## src/rtl/ap_call_arbiter.sv

```systemverilog
// Round-robin arbiter sharing one ap_ctrl_hs callee between NUM_REQ callers.
// Optional watchdog enabled by defining AP_ARB_TIMEOUT_EN.
module ap_call_arbiter #(
    parameter int NUM_REQ     = 4,
    parameter int IDX_W       = $clog2(NUM_REQ),
    parameter int TIMEOUT_CYC = 4096
) (
    input  logic               ap_clk,
    input  logic               ap_rst_n,
    input  logic [NUM_REQ-1:0] req_start,
    output logic [NUM_REQ-1:0] req_ack,
    output logic [NUM_REQ-1:0] req_done,
    output logic               grant_valid,
    output logic [IDX_W-1:0]   grant_idx,
    output logic               callee_ap_start,
    input  logic               callee_ap_ready,
    input  logic               callee_ap_done,
    output logic               busy,
    output logic               timeout
);

    if (NUM_REQ < 2 || NUM_REQ > 16 || TIMEOUT_CYC < 2) begin : g_bad_cfg
        $error("ap_call_arbiter: parameter out of range");
    end

    typedef enum logic [1:0] {
        S_IDLE = 2'd0,
        S_CALL = 2'd1,
        S_WAIT = 2'd2
    } state_t;

    state_t             r_state;
    logic [NUM_REQ-1:0] r_ack;
    logic [NUM_REQ-1:0] r_done;
    logic               r_gv;
    logic [IDX_W-1:0]   r_idx;
    logic               r_start;
    logic               r_busy;
    logic [IDX_W-1:0]   r_rr;

    logic               w_found;
    logic [IDX_W-1:0]   w_pick;
    logic [IDX_W:0]     w_sum;
    logic [IDX_W-1:0]   w_next;
    logic [NUM_REQ-1:0] w_sel;
    logic               w_live;
    logic               w_hs;
    logic               w_complete;
    logic               w_expire;
    logic               w_end;

    // First requester at or after the rr pointer, wrapping N-1 -> 0.
    always_comb begin
        w_found = 1'b0;
        w_pick  = r_rr;
        w_sum   = '0;
        for (int i = 0; i < NUM_REQ; i++) begin
            w_sum = {1'b0, r_rr} + (IDX_W+1)'(i);
            if (w_sum >= (IDX_W+1)'(NUM_REQ))
                w_sum = w_sum - (IDX_W+1)'(NUM_REQ);
            if (!w_found && req_start[w_sum[IDX_W-1:0]]) begin
                w_found = 1'b1;
                w_pick  = w_sum[IDX_W-1:0];
            end
        end
    end

    assign w_next = (r_idx == IDX_W'(NUM_REQ - 1)) ? '0 : r_idx + 1'b1;
    assign w_sel  = {{(NUM_REQ-1){1'b0}}, 1'b1} << r_idx;

    // ap_done without ap_ready in CALL counts as ready+done.
    assign w_live     = (r_state == S_CALL) || (r_state == S_WAIT);
    assign w_hs       = (r_state == S_CALL) && (callee_ap_ready || callee_ap_done);
    assign w_complete = w_live && callee_ap_done;
    assign w_end      = w_complete || w_expire;

`ifdef AP_ARB_TIMEOUT_EN
    localparam int CNT_W = $clog2(TIMEOUT_CYC);

    logic [CNT_W-1:0] r_cnt;
    logic             r_timeout;

    // A real completion in the expiry cycle wins over the watchdog.
    assign w_expire = w_live && !w_complete &&
                      (r_cnt == CNT_W'(TIMEOUT_CYC - 1));

    always_ff @(posedge ap_clk or negedge ap_rst_n) begin
        if (!ap_rst_n) begin
            r_cnt     <= '0;
            r_timeout <= 1'b0;
        end else begin
            if (!w_live || w_end)
                r_cnt <= '0;
            else
                r_cnt <= r_cnt + 1'b1;
            if (w_expire)
                r_timeout <= 1'b1;
        end
    end

    assign timeout = r_timeout;
`else
    assign w_expire = 1'b0;
    assign timeout  = 1'b0;
`endif

    always_ff @(posedge ap_clk or negedge ap_rst_n) begin
        if (!ap_rst_n) begin
            r_state <= S_IDLE;
            r_ack   <= '0;
            r_done  <= '0;
            r_gv    <= 1'b0;
            r_idx   <= '0;
            r_start <= 1'b0;
            r_busy  <= 1'b0;
            r_rr    <= '0;
        end else begin
            r_ack  <= '0;
            r_done <= '0;
            case (r_state)
                S_IDLE: begin
                    if (w_found) begin
                        r_idx   <= w_pick;
                        r_gv    <= 1'b1;
                        r_start <= 1'b1;
                        r_busy  <= 1'b1;
                        r_state <= S_CALL;
                    end
                end
                S_CALL, S_WAIT: begin
                    if (w_hs) begin
                        r_start <= 1'b0;
                        r_ack   <= w_sel;
                        r_state <= S_WAIT;
                    end
                    if (w_end) begin
                        r_start <= 1'b0;
                        r_done  <= w_sel;
                        r_gv    <= 1'b0;
                        r_busy  <= 1'b0;
                        r_rr    <= w_next;
                        r_state <= S_IDLE;
                    end
                end
                default: r_state <= S_IDLE;
            endcase
        end
    end

    assign req_ack         = r_ack;
    assign req_done        = r_done;
    assign grant_valid     = r_gv;
    assign grant_idx       = r_idx;
    assign callee_ap_start = r_start;
    assign busy            = r_busy;

endmodule
```

## config.mk

```make
export PLATFORM = sky130hd
export DESIGN_NAME = ap_call_arbiter
export DESIGN_NICKNAME = d
export VERILOG_FILES = /design/src/rtl/ap_call_arbiter.sv
export SDC_FILE = /design/constraint.sdc
export NUM_CORES = 1
export LEC_CHECK = 0
export ABC_AREA = 1
export ABC_CLOCK_PERIOD_IN_PS = 3700
export CORE_MARGIN = 5
export CORE_UTILIZATION = 28
export CTS_CLUSTER_DIAMETER = 60
export DETAILED_ROUTE_END_ITERATION = 8
export PLACE_DENSITY = 0.61
export SYNTH_ARGS = -nofsm -noshare
export SYNTH_HDL_FRONTEND = slang
export SYNTH_SLANG_ARGS = --single-unit
```

## constraint.sdc

```tcl
create_clock -name ap_clk -period 3.7 [get_ports ap_clk]
set_input_delay 0.555 -clock ap_clk [delete_from_list [all_inputs] [get_ports ap_clk]]
set_output_delay 0.555 -clock ap_clk [all_outputs]
set_load 0.05 [all_outputs]
```

# Yosys cells after proc, flatten, opt, wreduce, memory -nomap -nowiden
# Cells that the tools add are included.
[totals]
regBits = 16
output_inout_bits = 14
elab_cells = 83
inputBits = 8
[classes]
mux = 35
order_cmp = 8
n_reduce_logical = 18
n_eq_ne = 6
shifts = 1
add_sub_neg = 8
[op_table]
columns = ["op", "count"]
rows = [
  ["2-bit 2-to-1 mux", 12],
  ["4-bit 2-to-1 mux", 4],
  ["2-bit by 3-bit < comparator with 1-bit output (second input constant)", 4],
  ["1-bit 2-to-1 mux", 12],
  ["3-bit greater-or-equal comparator (second input constant)", 3],
  ["1-bit binary-select mux with 2-bit select", 4],
  ["2-bit by 1-bit subtractor with 2-bit output (second input constant)", 4],
  ["2-bit by 2-bit adder with 3-bit output (second input constant)", 2],
  ["2-bit AND reduction", 3],
  ["3-bit AND reduction", 2],
  ["1-bit logical AND", 5],
  ["2-bit equality test (second input constant)", 2],
  ["2-bit != test (second input constant)", 2],
  ["1-bit one-hot mux with 2 select lines", 2],
  ["2-bit one-hot mux with 2 select lines", 1],
  ["1-bit by 2-bit left shift with 4-bit output (first input constant)", 1],
  ["2-bit by 1-bit adder with 3-bit output (second input constant)", 1],
  ["2-bit by 3-bit greater-or-equal comparator with 1-bit output (second input constant)", 1],
  ["1-bit zero test", 3],
  ["3-bit != test (second input constant)", 1],
  ["2-bit by 1-bit adder with 2-bit output (second input constant)", 1],
  ["2-bit by 1-bit equality test with 1-bit output (second input constant)", 1],
  ["2-bit zero test", 1],
  ["1-bit logical OR", 2],
  ["other kinds (2)", 2],
]

# Depth between registers and ports, before layout
[depth]
word_depth = 16
mapped_depth = 13
mapped_depth_nobuf = 12

# Worst setup path before layout
# Ideal clock, no wire load.
[synth_path]
path_kind = "register to output"
startpoint = "register, netlist name busy"
endpoint = "output grant_valid"
path_slack_ns = 2.241
t_required_ns = 3.145
path_stages_with_launch = 2
path_buffers = 1
arrival_time_ns = 0.904
path_cell_list = "dfrtp_1 buf_4"
[synth_rtl]
columns = ["item", "line", "rtl"]
rows = [
  ["to (decl)", "13", "output logic grant_valid,"],
]

# Worst setup path in the final report
[layout_path]
startpoint = "register r_idx[0], in the netlist grant_idx[0]"
endpoint = "output grant_idx[0]"
[layout_rtl]
columns = ["item", "line", "rtl"]
rows = [
  ["from (decl)", "36", "logic [IDX_W-1:0] r_idx;"],
  ["from (signal assigned)", "123", "r_idx <= w_pick;"],
  ["to (decl)", "14", "output logic [IDX_W-1:0] grant_idx,"],
]
# No word-level cell between the ends.

==> impl_metrics.yaml <==
run_status:
  status: "completed"
worst_hold_path:
  min-delay-start: "r_state[1]$_DFFE_PN0P_"
  holdPathStages: 2
  min_to: "r_state[1]$_DFFE_PN0P_"
  min_path_type: "register to register"
power:
  pwr_density_cell_mw_per_mm2: 961
  clkPwrFrac: 0.096
  switching_share: 0.544
  p_int_mw: 0.602
  report.power.total_mw: 1.32
  leakagePower_nw: 0.707
  combPwrFrac: 0.671
  p_seq_frac: 0.232
  ir_worst_vdd_mv: 0.396
  switchingPower_mw: 0.718
critical_path:
  ff2ff_path_depth: 11
  crit_fanout: 5
  cp-start-kind: "register"
  cp_slowest_cell: "clkdlybuf4s50_1"
  end_kind: "output pin"
  reg2reg_slack_ns: 1.90
  critPathKind: "register to output pin"
  critPathArrivalTime_ns: 1.53
  cp.required_ns: 3.14
  timing.rr.end: "grant_idx[0]$_DFFE_PN0P_"
  slowest_delay_ns: 0.84
  cp_cell_sequence: "clkdlybuf4s50_1"
  r2r_start: "r_rr[0]$_DFFE_PN0P_"
  path_delay_family: "buffers and inverters"
  crit_buf_inv: 1
cts:
  cts_tree: "built"
  cts_hold_buf: 0
  ctsResizeCount: 0
  numClockSinks: 16
  insertion_delay_ns: 0.24
  cts_buffers: 3
  postCtsSetupRepairBufs: 0
  cts_htree_levels: 1
  ctsLongestPathBuffers: 2
  root_buffer: "clkbuf_8"
  clkTransAtPathRegs_ns: 0.06
global_routing:
  overflow: 0
  grtUsageTotal: 0.0869
  grt_pass1_vias: 860
  grt_max_degree: 17
  grt_pass1_wl_um: 3740
  antenna_found_initial: 0
die:
  core-area_mm2: 0.00374
  die_x_um: 72.9
  die_area_mm2: 0.00531
  initial_core_util: 0.295
  die_h_um: 72.9
  io_pins: 22
  rows: 22
synth:
  synth_edf_count: 0
  ys_seq_area_frac: 0.362
  synth_seq_cells: 16
  ys.flop_type: "dfrtp_1"
  muxShareOfSynthArea: 0
  synth_compound_area_frac: 0.0373
  synth_top_family_by_area: "simple AND/OR/NAND/NOR gates"
  netlist-cell-type-count: 19
  synth_nets: 163
  async_flop_share: 1.00
  syn_area_mm2: 0.00111
  synthSimpleGateAreaFrac: 0.428
  synthAdderAreaFrac: 0.0679
  synthCells: 149
  syn-mean-instance-area_um2: 7.42
  ys_warn_count: 0
  synth-xor-area-share: 0
place:
  dp_hpwl_um: 1680
  gp_congestion: 0.826
  port_buffers: 20
  placed_cell_area_mm2: 0.00133
timing:
  slew_headroom: 0.537
  min_period_ns: 2.09
  report.final.setup_viol: 0
  final.setup_skew_ns: 0.00243
  worstMarginPinSlew_ns: 0.693
  fin_crit_sh: 0.564
  slew_viol_final: 0
  max_freq_ghz: 0.479
  rsz0062_at_grt: "false"
  hold_violations: 0
  hold_slack_ns: 0.481
  fin_setup_tns_ns: 0
run:
  cap_violations: 0
cells_and_area:
  area_growth_pct: 24.2
  diodes: 0
  drive_gt1_frac: 0.173
  stdcell_area_mm2: 0.00137
  multi_input_area_um2: 593
  seq_area_um2: 400
  num-fill-cells: 418
  final_nets: 184
  final_util: 0.367
detailed_routing:
  route.detailed.drc: 0
  drt_wl_total_um: 2090
  drt_iter0_markers: 50
  via_count: 929
  detail-route-antenna-nets: 0
  vias_per_cell: 4.30
  wl_per_cell_um: 9.69
  firstDrtPassIters: 4
==> per-stage QoR <==
stage	std cells	setup slack [ns]
global route	216	1.58
global placement	213	1.74
detailed placement	213	1.72
finish	216	1.61
floorplan	149	2.24
CTS	216	1.60
==> flip-flops by register name, summed over array words and instances, names as in the netlist <==
register,count
r_state,2
callee_ap_start,1
busy,1
grant_idx,2
r_rr,2
req_ack,4
req_done,4
==> cells in the mapped netlist (2+ instances only) <==
master / count / share of area
nand2_1: 51 / 0.17
dfrtp_1: 16 / 0.36
inv_1: 16 / 0.054
nand3_1: 14 / 0.063
nor2_1: 11 / 0.037
nand2_2: 10 / 0.057
ha_1: 6 / 0.068
inv_2: 5 / 0.017
buf_4: 3 / 0.020
nand2_4: 3 / 0.031
o21ai_0: 3 / 0.014
o21ai_2: 3 / 0.024
nand3_2: 2 / 0.018
==> layout by cell type (no fill, tap or decap), types with 2 or more instances in the layout <==
cell type | netlist | layout
nand2_4 | 3 | 3
o21ai_0 | 3 | 3
nor2_1 | 11 | 11
inv_2 | 5 | 5
nand2_1 | 51 | 51
clkbuf_8 | 0 | 3
dfrtp_1 | 16 | 16
ha_1 | 6 | 6
o21ai_2 | 3 | 3
inv_1 | 16 | 16
nand3_2 | 2 | 2
nand3_1 | 14 | 14
clkdlybuf4s50_1 | 0 | 20
nand2_2 | 10 | 10
==> cells by family after synthesis <==
| family | after synthesis |
|---|---|
| DFF | 16 |
| other | 1 |
| AOI/OAI and AO/OA | 6 |
| adders and majority gates | 6 |
| and+or+nand+nor | 95 |
| buffers and inverters | 25 |
==> worst max-delay path by stage <==
stage                             start               end  slack (ns)  cells after the start
2_1_floorplan          busy$_DFFE_PN0P_       grant_valid        2.24                      1
3_3_place_gp               req_start[1]  busy$_DFFE_PN0P_        1.74                     11
3_5_place_dp               req_start[1]  busy$_DFFE_PN0P_        1.72                     11
4_1_cts        grant_idx[0]$_DFFE_PN0P_      grant_idx[0]        1.60                      1
5_1_grt        grant_idx[1]$_DFFE_PN0P_      grant_idx[1]        1.58                      1
6_report       grant_idx[0]$_DFFE_PN0P_      grant_idx[0]        1.61                      1
==> layer usage <==
metal	vias up	global-route usage	wire length, um
met1	417	0.118	1040
met2	20	0.137	907
met3	4	0.00413	97
met4	0	0.0492	49
met5	-	0	0
li1	488	-	-
==> power by group through the flow <==
stage	Combinational [mW]	Sequential [mW]	Clock (mW)
global route	0.993	0.316	0.137
finish	0.886	0.307	0.127
CTS	0.897	0.306	0.131
global placement	0.892	0.308	0
detailed placement	0.893	0.308	0
floorplan	0.615	0.410	0
==> area by class of cell <==
type | count | area share
clock buffers | 3 | 0.0301
inverters | 21 | 0.0574
multi-input cells | 108 | 0.432
flip-flops and latches | 16 | 0.291
well taps | 48 | 0.0437
repair buffers | 20 | 0.146
No activity file was read; power rests on OpenSTA's default activity.
